### src/rtl/fifo_read_pipe.sv
`default_nettype none
//==============================================================================
// Module : fifo_read_pipe
// Brief  : Sync-FIFO output stage. Turns the RAM's one-cycle-latency read into a
//          registered valid/ready stream through a small credit-managed buffer.
// Rev    : 1.0  initial release
//==============================================================================
module fifo_read_pipe #(
    parameter  int DW        = 32,
    parameter  int BUF_DEPTH = 3,
    localparam int CW        = $clog2(BUF_DEPTH + 1)
) (
    input  logic          i_clk,
    input  logic          i_rst_n,
    input  logic          i_fifo_valid,
    output logic          o_fifo_ready,
    input  logic [DW-1:0] i_rdata,
    output logic          o_valid,
    input  logic          i_ready,
    output logic [DW-1:0] o_data,
    output logic [CW-1:0] o_count
);

    localparam int            c_idx_w    = (BUF_DEPTH > 1) ? $clog2(BUF_DEPTH) : 1;
    localparam logic [c_idx_w-1:0] c_last_idx = c_idx_w'(BUF_DEPTH - 1);
    localparam logic [CW-1:0]      c_depth    = CW'(BUF_DEPTH);
    localparam logic [CW:0]        c_depth_ext = (CW + 1)'(BUF_DEPTH);

    logic [DW-1:0]      r_buf [BUF_DEPTH];
    logic [c_idx_w-1:0] r_wr_idx;
    logic [c_idx_w-1:0] r_rd_idx;
    logic [CW-1:0]      r_count;
    logic               r_inflight;

    logic               w_fire;
    logic               w_pop;
    logic [CW:0]        w_occupancy;

    // Explicit wrap so non-power-of-two depths index only valid slots.
    function automatic logic [c_idx_w-1:0] f_next_idx(input logic [c_idx_w-1:0] idx);
        return (idx == c_last_idx) ? '0 : idx + c_idx_w'(1);
    endfunction

    // Credit counts the word still in the RAM pipeline so the buffer can never
    // overflow; it looks only at registers, keeping i_ready off this path.
    assign w_occupancy  = {1'b0, r_count} + {{CW{1'b0}}, r_inflight};
    assign o_fifo_ready = (w_occupancy < c_depth_ext);
    assign w_fire       = i_fifo_valid & o_fifo_ready;

    assign o_valid = (r_count != '0);
    assign o_data  = r_buf[r_rd_idx];
    assign o_count = r_count;
    assign w_pop   = o_valid & i_ready;

    always_ff @(posedge i_clk or negedge i_rst_n) begin
        if (!i_rst_n) begin
            for (int i = 0; i < BUF_DEPTH; i++) begin
                r_buf[i] <= '0;
            end
            r_wr_idx   <= '0;
            r_rd_idx   <= '0;
            r_count    <= '0;
            r_inflight <= 1'b0;
        end else begin
            r_inflight <= w_fire;
            if (r_inflight) begin
                r_buf[r_wr_idx] <= i_rdata;
                r_wr_idx        <= f_next_idx(r_wr_idx);
            end
            if (w_pop) begin
                r_rd_idx <= f_next_idx(r_rd_idx);
            end
            r_count <= r_count + CW'(r_inflight) - CW'(w_pop);
        end
    end

    property p_no_push_into_full;
        @(posedge i_clk) disable iff (!i_rst_n)
            !(r_inflight && (r_count == c_depth));
    endproperty
    a_no_push_into_full: assert property (p_no_push_into_full);

endmodule
`default_nettype wire
### config.mk
export PLATFORM = sky130hd
export DESIGN_NAME = fifo_read_pipe
export DESIGN_NICKNAME = d
export VERILOG_FILES = /design/src/rtl/fifo_read_pipe.sv
export SDC_FILE = /design/constraint.sdc
export NUM_CORES = 1
export LEC_CHECK = 0
export CORE_ASPECT_RATIO = 1.5
export CORE_MARGIN = 3
export CORE_UTILIZATION = 40
export CTS_CLUSTER_DIAMETER = 50
export CTS_CLUSTER_SIZE = 16
export DETAILED_ROUTE_END_ITERATION = 12
export SLEW_MARGIN = 40
export SYNTH_ARGS = -nofsm -noshare
export SYNTH_HDL_FRONTEND = slang
export SYNTH_SLANG_ARGS = --single-unit
### constraint.sdc
create_clock -name i_clk -period 3.17 [get_ports i_clk]
set_clock_uncertainty 0.05 [all_clocks]
set_input_delay 0.951 -clock i_clk [delete_from_list [all_inputs] [get_ports i_clk]]
set_output_delay 0.951 -clock i_clk [all_outputs]
set_load 0.1 [all_outputs]
# After elaboration in Yosys (flattened, before gate mapping)
# Index checks and enable logic that the tools add are counted.
dict set report op_classes {
  addsub 5
  magnitude_cmp 4
  n_eq_ne 2
  n_mux 8
  n_bitwise 4
  n_reduce_logical 2
}
# cell n
set ops {}
lappend ops {{$bwmux 96} 1}
lappend ops {{$mux 32} 3}
lappend ops {{$bmux 32 s2} 1}
lappend ops {{$demux 32 s2} 1}
lappend ops {{$ge 3x3->1 const B} 2}
lappend ops {{$not 2->3} 2}
lappend ops {{$add 2x1->2 const B} 2}
lappend ops {{$eq 2x2->1 const B} 2}
lappend ops {{$mux 2} 2}
lappend ops {{$add 2x1->3} 1}
lappend ops {{$lt 3x1->1 const B} 1}
lappend ops {{$lt 3x2->1 const B} 1}
lappend ops {{$add 2x1->2} 1}
lappend ops {{$and 1x1->1} 2}
lappend ops {{$reduce_bool 2->1} 1}
lappend ops {{$sub 2x1->2} 1}
lappend ops {{$logic_and 1x1->1} 1}
dict set report word_totals {
  register_bits 103
  input_bits 36
  output_inout_bits 36
  wordCells 32
}

# Depth between registers and ports, before layout
# Gate-level depths: netlist (run 1).
dict set report depth {
  word_depth 6
  ltp_mapped 7
}

# Worst setup path before layout (run 1)
# Ideal clock, no wire load.
dict set report synth_path {
  path_kind {flip-flop to output port}
  startpoint {reg r_count[0], in the netlist o_count[0]}
  endpoint {out o_fifo_ready}
  t_arrival_ps 2952
  required_ps 2169
  setup_slack_ps -783
  path_stages_with_launch 4
  path_buffers 0
  path_cell_list {dfrtp_1 > ha_1 > ha_1 > a21oi_1}
}
dict set report synth_via {
  elab_chain_cells 2
}
# item line
set synth_rtl {}
lappend synth_rtl {{start, declared} 32} ;# logic [CW-1:0] r_count;
lappend synth_rtl {{start signal, assigned} 73} ;# r_count <= r_count + CW'(r_inflight) - CW'(w_pop);
lappend synth_rtl {{$add 2x1->3} 46} ;# assign w_occupancy = {1'b0, r_count} + {{CW{1'b0}}, r_inflight};
lappend synth_rtl {{$lt 3x2->1} 47} ;# assign o_fifo_ready = (w_occupancy < c_depth_ext);
lappend synth_rtl {{end, declared} 16} ;# output logic o_fifo_ready,
# Every way passes these cells.

# Worst setup path after layout (run 1)
dict set report layout_path {
  startpoint {reg r_rd_idx[1]}
  endpoint {out o_data[7]}
}
dict set report layout_via {
  elab_chain_cells 4
}
# item line
set layout_rtl {}
lappend layout_rtl {{start, declared} 31} ;# logic [c_idx_w-1:0] r_rd_idx;
lappend layout_rtl {{start signal, assigned} 71} ;# r_rd_idx <= f_next_idx(r_rd_idx);
lappend layout_rtl {{$not 2->3 (implied by the code)} 51} ;# assign o_data = r_buf[r_rd_idx];
lappend layout_rtl {{$bmux 32 s2} 51}
lappend layout_rtl {{$mux 32 (implied by the code) (2 in a row)} 51}
lappend layout_rtl {{end, declared} 20} ;# output logic [DW-1:0] o_data,
# Every way passes these cells. The select of a mux whose other input is x is not followed.

==> impl_results.md, run 1 <==
* Status: finished clean
* Die area at 12800 um2
* F_max at roughly 0.36 GHz
* Synth Area in XOR/XNOR at 0.00383
* Hold Path Class: reg -> reg
* Detail Placement HPWL at 6530 um
* Vias at 2782
* Detailed Route WL at 9530 um
* Synth Area in Adders at 0.0110
* Layout area overhead at 37.8%
* Remaining Overflow, GRT at 0
* CP cell instances: nor2b_4 > buf_4 > o2bb2ai_2 > buf_12
* Largest net degree at the start of global routing at 50
* RD Place Congestion at 0.739
* PostCTS Resize Cnt at 0
* Buf/Inv on CP at 2
* Crit path kind: reg -> out
* CTS Sinks at 103
* Placed instance area at 5980 um2
* Antenna-violating nets left at 0
* Clock latency on the worst-skew pair at around 0.34 ns
* Max-slew violation count at 0
* I/O pin count at 72
* Register area at 2580 um2
* Relative slew slack at 0.578
* Compound-gate portion of the synthesized area at 0.0663
* DRT Pass-1 Iters at 4
* GRT Overall Usage at 0.159
* Worst-Margin Slew at 0.633 ns
* Core area at approximately 11000 um2
* Syn Nets at 347
* Clock root cell: clkbuf_16
* Final hold vios at 0
* CTS Hold Buffers Added at 0
* CP max-delay cell: dfrtp_2
* Synth unique cells at 21
* CP peak stage delay at 0.44 ns
* Chip Width at 93.3 um
* Nets at around 420
* CP required at about 2.2 ns
* Num CTS Buffers at 9
* Seq/Total Area, Yosys at 0.564
* Fin crit period at 2.80 ns
* Critical path's top delay family: buffers and inverters
* Area of the multi-input gates at ~2000 um2
* Post-Synth Simple-Gate Area at 0.0123
* Arrival @ worst endpoint at 1.80 ns
* Diodes inserted at 0
* CTS tree: yes
* Critical Path Fanout Max at 11
* #FFs+latches synth at 103
* RSZ-0062 raised after global routing: false
* Input/output buffers at 71
* Crit. End Element: output pin
* Row count at 47
* Max-cap violations at 0
* Mapped Area at approximately 4600 um2
* Mux cell area share after synthesis at 0.312
* CP startpoint kind: flip-flop
* Initial Util at 0.411
* Initial antenna violation count at 0
* First-iteration detailed-routing DRC count at a little under 50
* Finish-stage setup viols at 0
* Fin area at 6290 um2
* Syn Inst Count at about 310
* Fillers at a little under 900
* Syn_area_per_cell at 14.9 um2
* Residual DRC count at 0
* Fin crit share at 0.884
* Clock Tree Buf Depth at 2
* Post-DR vias/cell at 5.22
* Vias in the first global route at slightly above 3000
* Routed WL per cell at 17.9 um
* Post-CTS setup buffers at 0
* First-pass GRT wire length at 15500 um
* H-tree depth at 3
* Clk slew on worst S/H paths at 0.07 ns
* Synth warn at 0
* Die height at around 140 um
* Largest family of logic cells by synthesized area: multiplexers
* Layout cell share with drive strength beyond 1 at 0.490
## logic make-up (layout without fill, tap and decap cells)
kind of cell               count (synthesis)  count (layout)
DFF                                      103             103
xor gates and xnor gates                   2               2
adders and majority gates                  4               4
AOI/OAI and AO/OA                         36              36
and+or+nand+nor                            7               7
muxes                                    130             130
buffers and inverters                     25             104
## cell type report
| type | count | share of cell area |
|---|---|---|
| Clock inverter | 4 | 0.00815 |
| Timing Repair Buffer | 84 | 0.183 |
| Sequential cell | 103 | 0.410 |
| Tap cell | 147 | 0.0292 |
| Clock buffer | 12 | 0.0423 |
| Inverter | 4 | 0.00239 |
| Multi-Input combinational cell | 179 | 0.325 |
## cells in the mapped netlist
cell	count	area, um2
a21o_1	1	7.51
a21oi_1	1	5.00
nor2_1	1	3.75
mux2_2	89	1000
buf_2	11	55.1
mux2i_1	32	320
o21ai_0	2	10.0
mux2_1	9	101
buf_6	3	33.8
inv_1	4	15.0
or2_2	1	6.26
buf_4	3	22.5
clkbuf_1	4	15.0
dfrtp_1	103	2580
nor2b_1	1	6.26
and2_1	1	6.26
ha_1	4	50.1
o2bb2ai_1	32	280
xnor2_1	2	17.5
nor3b_4	1	18.8
nand3b_1	2	15.0
## worst register-to-register path: stages, from the launching register on
cell     delay [ns]
dfrtp_1        0.45
nor3b_4        0.60
buf_4          0.34
mux2_2         0.36
## per-stage QoR
| stage | utilization | hold slack, ns | TNS [ns] | std cells | setup WS [ns] |
|---|---|---|---|---|---|
| finish | 0.566 | 0.438 | 0 | 533 | 0.368 |
| floorplan | - | 0.407 | -0.132 | 307 | -0.0662 |
| detailed placement | 0.538 | 0.424 | 0 | 517 | 0.623 |
| global route | 0.566 | 0.466 | 0 | 533 | 0.284 |
| CTS | 0.566 | 0.440 | 0 | 533 | 0.318 |
| global placement | 0.538 | 0.416 | 0 | 517 | 0.686 |
## per-layer routing
metal,GRT usage,part of all wire,routed length [um]
met2,0.277,0.53,5050
met3,0.0297,0.034,324
met5,0,0,0
met1,0.192,0.42,3980
met4,0.0628,0.018,174
## sequential cells by signal, indices dropped and copies added, names as in the netlist
register and flops:
r_inflight 1, o_count 2, r_wr_idx 2, r_buf 96
r_rd_idx 2
## cells in the final DEF, fill, tap and decap left out, types with 2 or more instances in the layout
cell / instances
buf_4: 15
ha_1: 4
mux2i_1: 32
mux2_2: 89
xnor2_1: 2
clkdlybuf4s50_1: 34
mux2_1: 9
buf_12: 35
nand3b_1: 2
clkbuf_8: 3
o2bb2ai_1: 4
dfrtp_1: 101
o21ai_0: 2
inv_1: 4
o2bb2ai_2: 28
clkbuf_16: 9
dfrtp_2: 2
## path summary, 6_finish.rpt
check | startpoint | end | slack, ns | depth (start not counted)
worst max-delay path | r_rd_idx[1]$_DFFE_PN0P_ | o_data[7] | 0.37 | 4
worst min-delay path | r_buf[89]$_DFFE_PN0P_ | r_buf[89]$_DFFE_PN0P_ | 0.44 | 1
worst max register to register | r_inflight$_DFF_PN0_ | r_buf[73]$_DFFE_PN0P_ | 1.26 | 3
worst min register to register | r_buf[89]$_DFFE_PN0P_ | r_buf[89]$_DFFE_PN0P_ | 0.44 | 1
max in group asynchronous | i_rst_n | r_buf[8]$_DFFE_PN0P_ | 1.78 | 2
min in group asynchronous | i_rst_n | r_buf[5]$_DFFE_PN0P_ | 0.57 | 1
Power of run 1 is left out: the tool's default activity adds up to more than one toggle a clock period on the data nets, which glitch-free logic cannot reach.
==> inputs of run 2 (changes only) <==
CORE_MARGIN = 5   (was 3)
SLEW_MARGIN = 30   (was 40)
==> run 2 against run 1 <==
Worst hold slack got worse by 0.0015 ns. Final area fell by 0.24%. First-iteration DRC count rose by 22%. Critical endpoint is now o_data[12]. Highest routed layer unchanged. Critical path type unchanged.
==> impl_results.md, run 2 (synthesis gave the netlist of run 1 again) <==
* CP max-delay cell: dfrtp_2
* First-pass GRT wire length at 16000 um (+3.5%)
* DRT Pass-1 Iters at 3 (-1)
* First-iteration detailed-routing DRC count at 60 (+22%)
* Input/output buffers at 71 (unchanged)
* Core area at 11100 um2 (unchanged)
* Status: finished clean
* I/O pin count at 72 (unchanged)
* WHS Endpoint: r_buf[92]$_DFFE_PN0P_
* Worst-Margin Slew at 0.648 ns (+0.0152 ns)
* Max-cap violations at 0 (unchanged)
* Remaining Overflow, GRT at 0 (unchanged)
* Nets at 418 (-0.71%)
* PostCTS Resize Cnt at 0 (unchanged)
* Worst reg2reg path depth at 7 (+4)
* GRT Overall Usage at 0.147 (-0.0112)
* Internal reg-to-reg setup slack at 1.30 ns (+0.04 ns)
* Crit path kind: reg -> out
* Vias in the first global route at 3061 (+0.79%)
* Clock latency on the worst-skew pair at 0.33 ns (about the same)
* Relative slew slack at 0.568 (-0.00971)
* Worst hold stages at 1 (unchanged)
* Die height at 141 um (+2.9%)
* Post-CTS setup buffers at 0 (unchanged)
* Row count at 47 (unchanged)
* Initial antenna violation count at 0 (unchanged)
* Max-slew violation count at 0 (unchanged)
* CTS Hold Buffers Added at 0 (unchanged)
* Clk slew on worst S/H paths at 0.06 ns (about the same)
* CP peak stage delay at 0.64 ns (+0.20 ns)
* Fin crit share at 0.927 (+0.0433)
* Detailed Route WL at 9430 um (-1.1%)
* Chip Width at 97.3 um (+4.3%)
* Fillers at 906 (+1.2%)
* Critical Path Fanout Max at 14 (+3)
* Hold Path Origin: r_buf[92]$_DFFE_PN0P_
* Die area at 13700 um2 (+7.3%)
* Largest net degree at the start of global routing at 55 (+10%)
* CTS Sinks at 103 (unchanged)
* R2R Path Start: o_count[1]$_DFF_PN0_
* CP required at 2.17 ns (about the same)
* CP startpoint kind: flip-flop
* Most frequent cells in the layout: dfrtp_1 (101), mux2_2 (89), buf_12 (35)
* Vias at 2735 (-1.7%)
* Layout area overhead at 37.4%
* Routed WL per cell at 17.8 um (-0.58%)
* Layout cell share with drive strength beyond 1 at 0.480 (-0.00922)
* Post-DR vias/cell at 5.16 (-1.1%)
* Commonest non-fill, non-tap cell in the layout: dfrtp_1
* Arrival @ worst endpoint at 1.94 ns (+0.14 ns)
* CP cell instances: buf_4 > mux2i_1 > o2bb2ai_2 > buf_12
* Reg2reg end: o_count[1]$_DFF_PN0_
* Residual DRC count at 0 (unchanged)
* RSZ-0062 raised after global routing: false
* Finish-stage setup viols at 0 (unchanged)
* Hold WS at 0.437 ns (-0.00154 ns)
* Num CTS Buffers at 9 (unchanged)
* Antenna-violating nets left at 0 (unchanged)
* Hold Path Class: reg -> reg
* Clock root cell: clkbuf_16
* Final hold vios at 0 (unchanged)
* H-tree depth at 3 (unchanged)
* Max reg flops at 96 (unchanged)
* Crit. End Element: output pin
* Largest reg by FF count: r_buf
* Detail Placement HPWL at 6490 um (-0.57%)
* F_max at 0.340 GHz (-4.7%)
* CTS tree: yes
* Clock Tree Buf Depth at 2 (unchanged)
* Diodes inserted at 0 (unchanged)
* Fin crit period at 2.94 ns (+0.137 ns)
* Initial Util at 0.411 (unchanged)
* RD Place Congestion at 0.662 (-10%)
## run 2: cell types whose count changed in the layout (fill, tap and decap cells not counted)
cell	previous run	this run
clkbuf_1	0	2
inv_6	1	0
buf_4	15	12
clkinvlp_4	1	0
clkbuf_8	3	2
bufinv_16	1	2
## run 2: layer usage
layer	wire length [um]	global-route usage	share of wire	vias to the layer above
met2	5010	0.260	0.53	46
met1	3930	0.173	0.42	1410
met3	317	0.0395	0.034	12
li1	-	-	-	1267
met4	172	0.0511	0.018	0
met5	0	0	0	-
## run 2: worst max-delay path, delay by kind of cell, from the launching register on
kind                   cells  cell delay [ns]
buffers and inverters      2             0.54
AOI/OAI and AO/OA          1             0.12
muxes                      1             0.30
DFF                        1             0.64
## run 2: how the worst max path moves through the flow
stage                                  from         end  slack (ns)
floorplan           r_rd_idx[0]$_DFFE_PN0P_  o_data[27]       -0.07
global placement    r_rd_idx[1]$_DFFE_PN0P_  o_data[12]        0.51
detailed placement  r_rd_idx[1]$_DFFE_PN0P_  o_data[12]        0.53
CTS                 r_rd_idx[1]$_DFFE_PN0P_  o_data[12]        0.16
global route        r_rd_idx[1]$_DFFE_PN0P_  o_data[17]        0.10
finish              r_rd_idx[1]$_DFFE_PN0P_  o_data[12]        0.23
## run 2: area by class of cell
| class | count | area (um2) | area share |
|---|---|---|---|
| flip-flops and latches | 103 | 2580 | 0.411 |
| multi-input cells | 179 | 2040 | 0.326 |
| repair buffers | 81 | 1130 | 0.180 |
| clock buffers | 13 | 260 | 0.0414 |
| well taps | 147 | 184 | 0.0293 |
| clock inverters | 3 | 65.1 | 0.0104 |
| inverters | 4 | 15.0 | 0.00239 |
## run 2: per-stage QoR
step / instance area, um2 / setup slack, ns / TNS, ns / cells / util
after floorplan: 4760 / -0.0662 / -0.132 / 307 / -
after global placement: 5950 / 0.511 / 0 / 514 / 0.536
after detailed placement: 5950 / 0.535 / 0 / 514 / 0.536
after CTS: 6280 / 0.160 / 0 / 530 / 0.565
after global routing: 6280 / 0.101 / 0 / 530 / 0.565
final: 6280 / 0.231 / 0 / 530 / 0.565
Power of run 2 is left out for the same reason.
==> inputs of run 3 (changes only) <==
ABC_CLOCK_PERIOD_IN_PS = 3170   (was not set)
CORE_MARGIN = 3   (was 5)
CORE_UTILIZATION = 31   (was 40)
==> run 3 against run 2 <==
Via count is 0.59% higher. Fmax is 2.8% higher. Global-route usage is 1.7 points lower. Core utilization is 12 points lower. Cell count is 8.9% higher. Sequential share of layout area is 0.11 points lower. Non-clock buffer count is 3 higher. Worst hold slack better by 0.0034 ns. First-iteration DRC count is 68% lower. Final area is 0.26% higher. Flip-flop and latch count stayed put.
==> impl_results.md, run 3 (synthesis gave the netlist of run 1 again) <==
* Status: finished clean
* Initial Util at 0.320 (-0.0906)
* Clock latency on the worst-skew pair at 0.33 ns (about the same)
* Die area at 16300 um2 (+19%)
* Pre-CTS setup slack at 0.650 ns (+0.115 ns)
* RD Place Congestion at 0.691 (+4.3%)
* Num CTS Buffers at 9 (unchanged)
* Fin crit share at 0.902 (-0.0251)
* F_max at 0.350 GHz (+2.8%)
* Crit. End Element: output pin
* Fin area at 6300 um2 (+0.26%)
* Hold Path Class: reg -> reg
* RSZ-0062 raised after global routing: false
* Max-cap violations at 0 (unchanged)
* Worst-Margin Slew at 0.556 ns (-0.0921 ns)
* Grt met3 use at 0.0280 (-0.0116)
* Input/output buffers at 71 (unchanged)
* Largest net degree at the start of global routing at 47 (-15%)
* CTS tree: yes
* First-pass GRT wire length at 16600 um (+3.3%)
* Crit path kind: reg -> out
* Final hold vios at 0 (unchanged)
* Fillers at 1309 (+44%)
* Diodes inserted at 0 (unchanged)
* Clk slew on worst S/H paths at 0.06 ns (about the same)
* I/O pin count at 72 (unchanged)
* CTS Sinks at 103 (unchanged)
* Chip Width at 105 um (+8.1%)
* Fin crit period at 2.86 ns (-0.0797 ns)
* Layout area overhead at 37.8%
* H-tree depth at 3 (unchanged)
* Nets at 421 (+0.72%)
* Arrival @ worst endpoint at 1.86 ns (-0.08 ns)
* First-iteration detailed-routing DRC count at 19 (-68%)
* CTS Hold Buffers Added at 0 (unchanged)
* DRT Pass-1 Iters at 4 (+1)
* Area of the multi-input gates at 2040 um2 (unchanged)
* Post-route core utilization at 0.442 (-0.123)
* Largest reg by FF count: r_buf
* CP required at 2.17 ns (about the same)
* Register area at 2580 um2 (unchanged)
* Detail Placement HPWL at 6670 um (+2.8%)
* Most frequent cells in the layout: dfrtp_1 (101), mux2_2 (89), clkdlybuf4s50_1 (34), buf_12 (34), mux2i_1 (32)
* Detailed Route WL at 9960 um (+5.7%)
* Post-CTS setup buffers at 0 (unchanged)
* Antenna-violating nets left at 0 (unchanged)
* Relative slew slack at 0.629 (+0.0614)
* Met2 usage at 0.227 (-0.0337)
* Critical Path Fanout Max at 16 (+2)
* Max reg flops at 96 (unchanged)
* Vias in the first global route at 3073 (+0.39%)
* Die height at 155 um (+9.8%)
* Finish-stage setup viols at 0 (unchanged)
* Clock root cell: clkbuf_16
* PostCTS Resize Cnt at 0 (unchanged)
* Post-DR vias/cell at 4.77 (-7.6%)
* Grt met1 use at 0.163 (-0.0100)
* Layout cell share with drive strength beyond 1 at 0.486 (+0.00530)
* Commonest non-fill, non-tap cell in the layout: dfrtp_1
* Setup TNS at 0 ns (unchanged)
* Remaining Overflow, GRT at 0 (unchanged)
* Initial antenna violation count at 0 (unchanged)
* Clock Tree Buf Depth at 2 (unchanged)
* Placed instance area at 6020 um2 (+1.1%)
* Worst setup margin at 0.311 ns (+0.0797 ns)
* Routed WL per cell at 17.3 um (-2.9%)
* Row count at 53 (+13%)
* CP startpoint kind: flip-flop
* Core area at 14300 um2 (+28%)
* Global routing's busiest layer: met2
* GRT Overall Usage at 0.131 (-0.0167)
* Vias at 2751 (+0.59%)
* Max-slew violation count at 0 (unchanged)
* Residual DRC count at 0 (unchanged)
run 3: cell count changes in the layout (fill, tap and decap cells not counted):
cell	delta
buf_4	+4
clkbuf_1	-1
clkinv_2	+1
buf_12	-1
clkinv_4	+1
bufinv_16	-2
run 3: layout make-up:
type | count | area share
timing repair buffer | 84 | 0.181
inverter | 4 | 0.00238
clock buffer | 12 | 0.0407
tap | 192 | 0.0382
multi-input combinational | 179 | 0.325
clock inverter | 3 | 0.00298
sequential | 103 | 0.410
run 3: worst paths after layout:
check	start	slack, ns	depth (start not counted)	to
max	r_rd_idx[1]$_DFFE_PN0P_	0.31	4	o_data[28]
min	r_buf[91]$_DFFE_PN0P_	0.44	1	r_buf[91]$_DFFE_PN0P_
max reg2reg	o_count[1]$_DFF_PN0_	1.42	7	o_count[1]$_DFF_PN0_
min reg2reg	r_buf[91]$_DFFE_PN0P_	0.44	1	r_buf[91]$_DFFE_PN0P_
max in group asynchronous	i_rst_n	1.86	2	r_buf[14]$_DFFE_PN0P_
min in group asynchronous	i_rst_n	0.55	1	r_buf[59]$_DFFE_PN0P_
run 3: worst max-delay path, stage by stage (launching register included):
cell and delay (ns):
dfrtp_2 0.53, buf_4 0.38, mux2i_1 0.13, o2bb2ai_1 0.26, buf_12 0.21
run 3: per-layer routing:
| layer | part of all wire | wire (um) | up-vias |
|---|---|---|---|
| met3 | 0.032 | 314 | 8 |
| met1 | 0.42 | 4230 | 1429 |
| met5 | 0 | 0 | - |
| met4 | 0.013 | 128 | 0 |
| li1 | - | - | 1268 |
| met2 | 0.53 | 5280 | 46 |
run 3: per-stage QoR:
| stage | hold WS (ns) | cells |
|---|---|---|
| 2_1_floorplan | 0.407 | 307 |
| 3_3_place_gp | 0.417 | 562 |
| 3_5_place_dp | 0.429 | 562 |
| 4_1_cts | 0.444 | 577 |
| 5_1_grt | 0.472 | 577 |
| 6_report | 0.440 | 577 |
Power of run 3 is left out for the same reason.
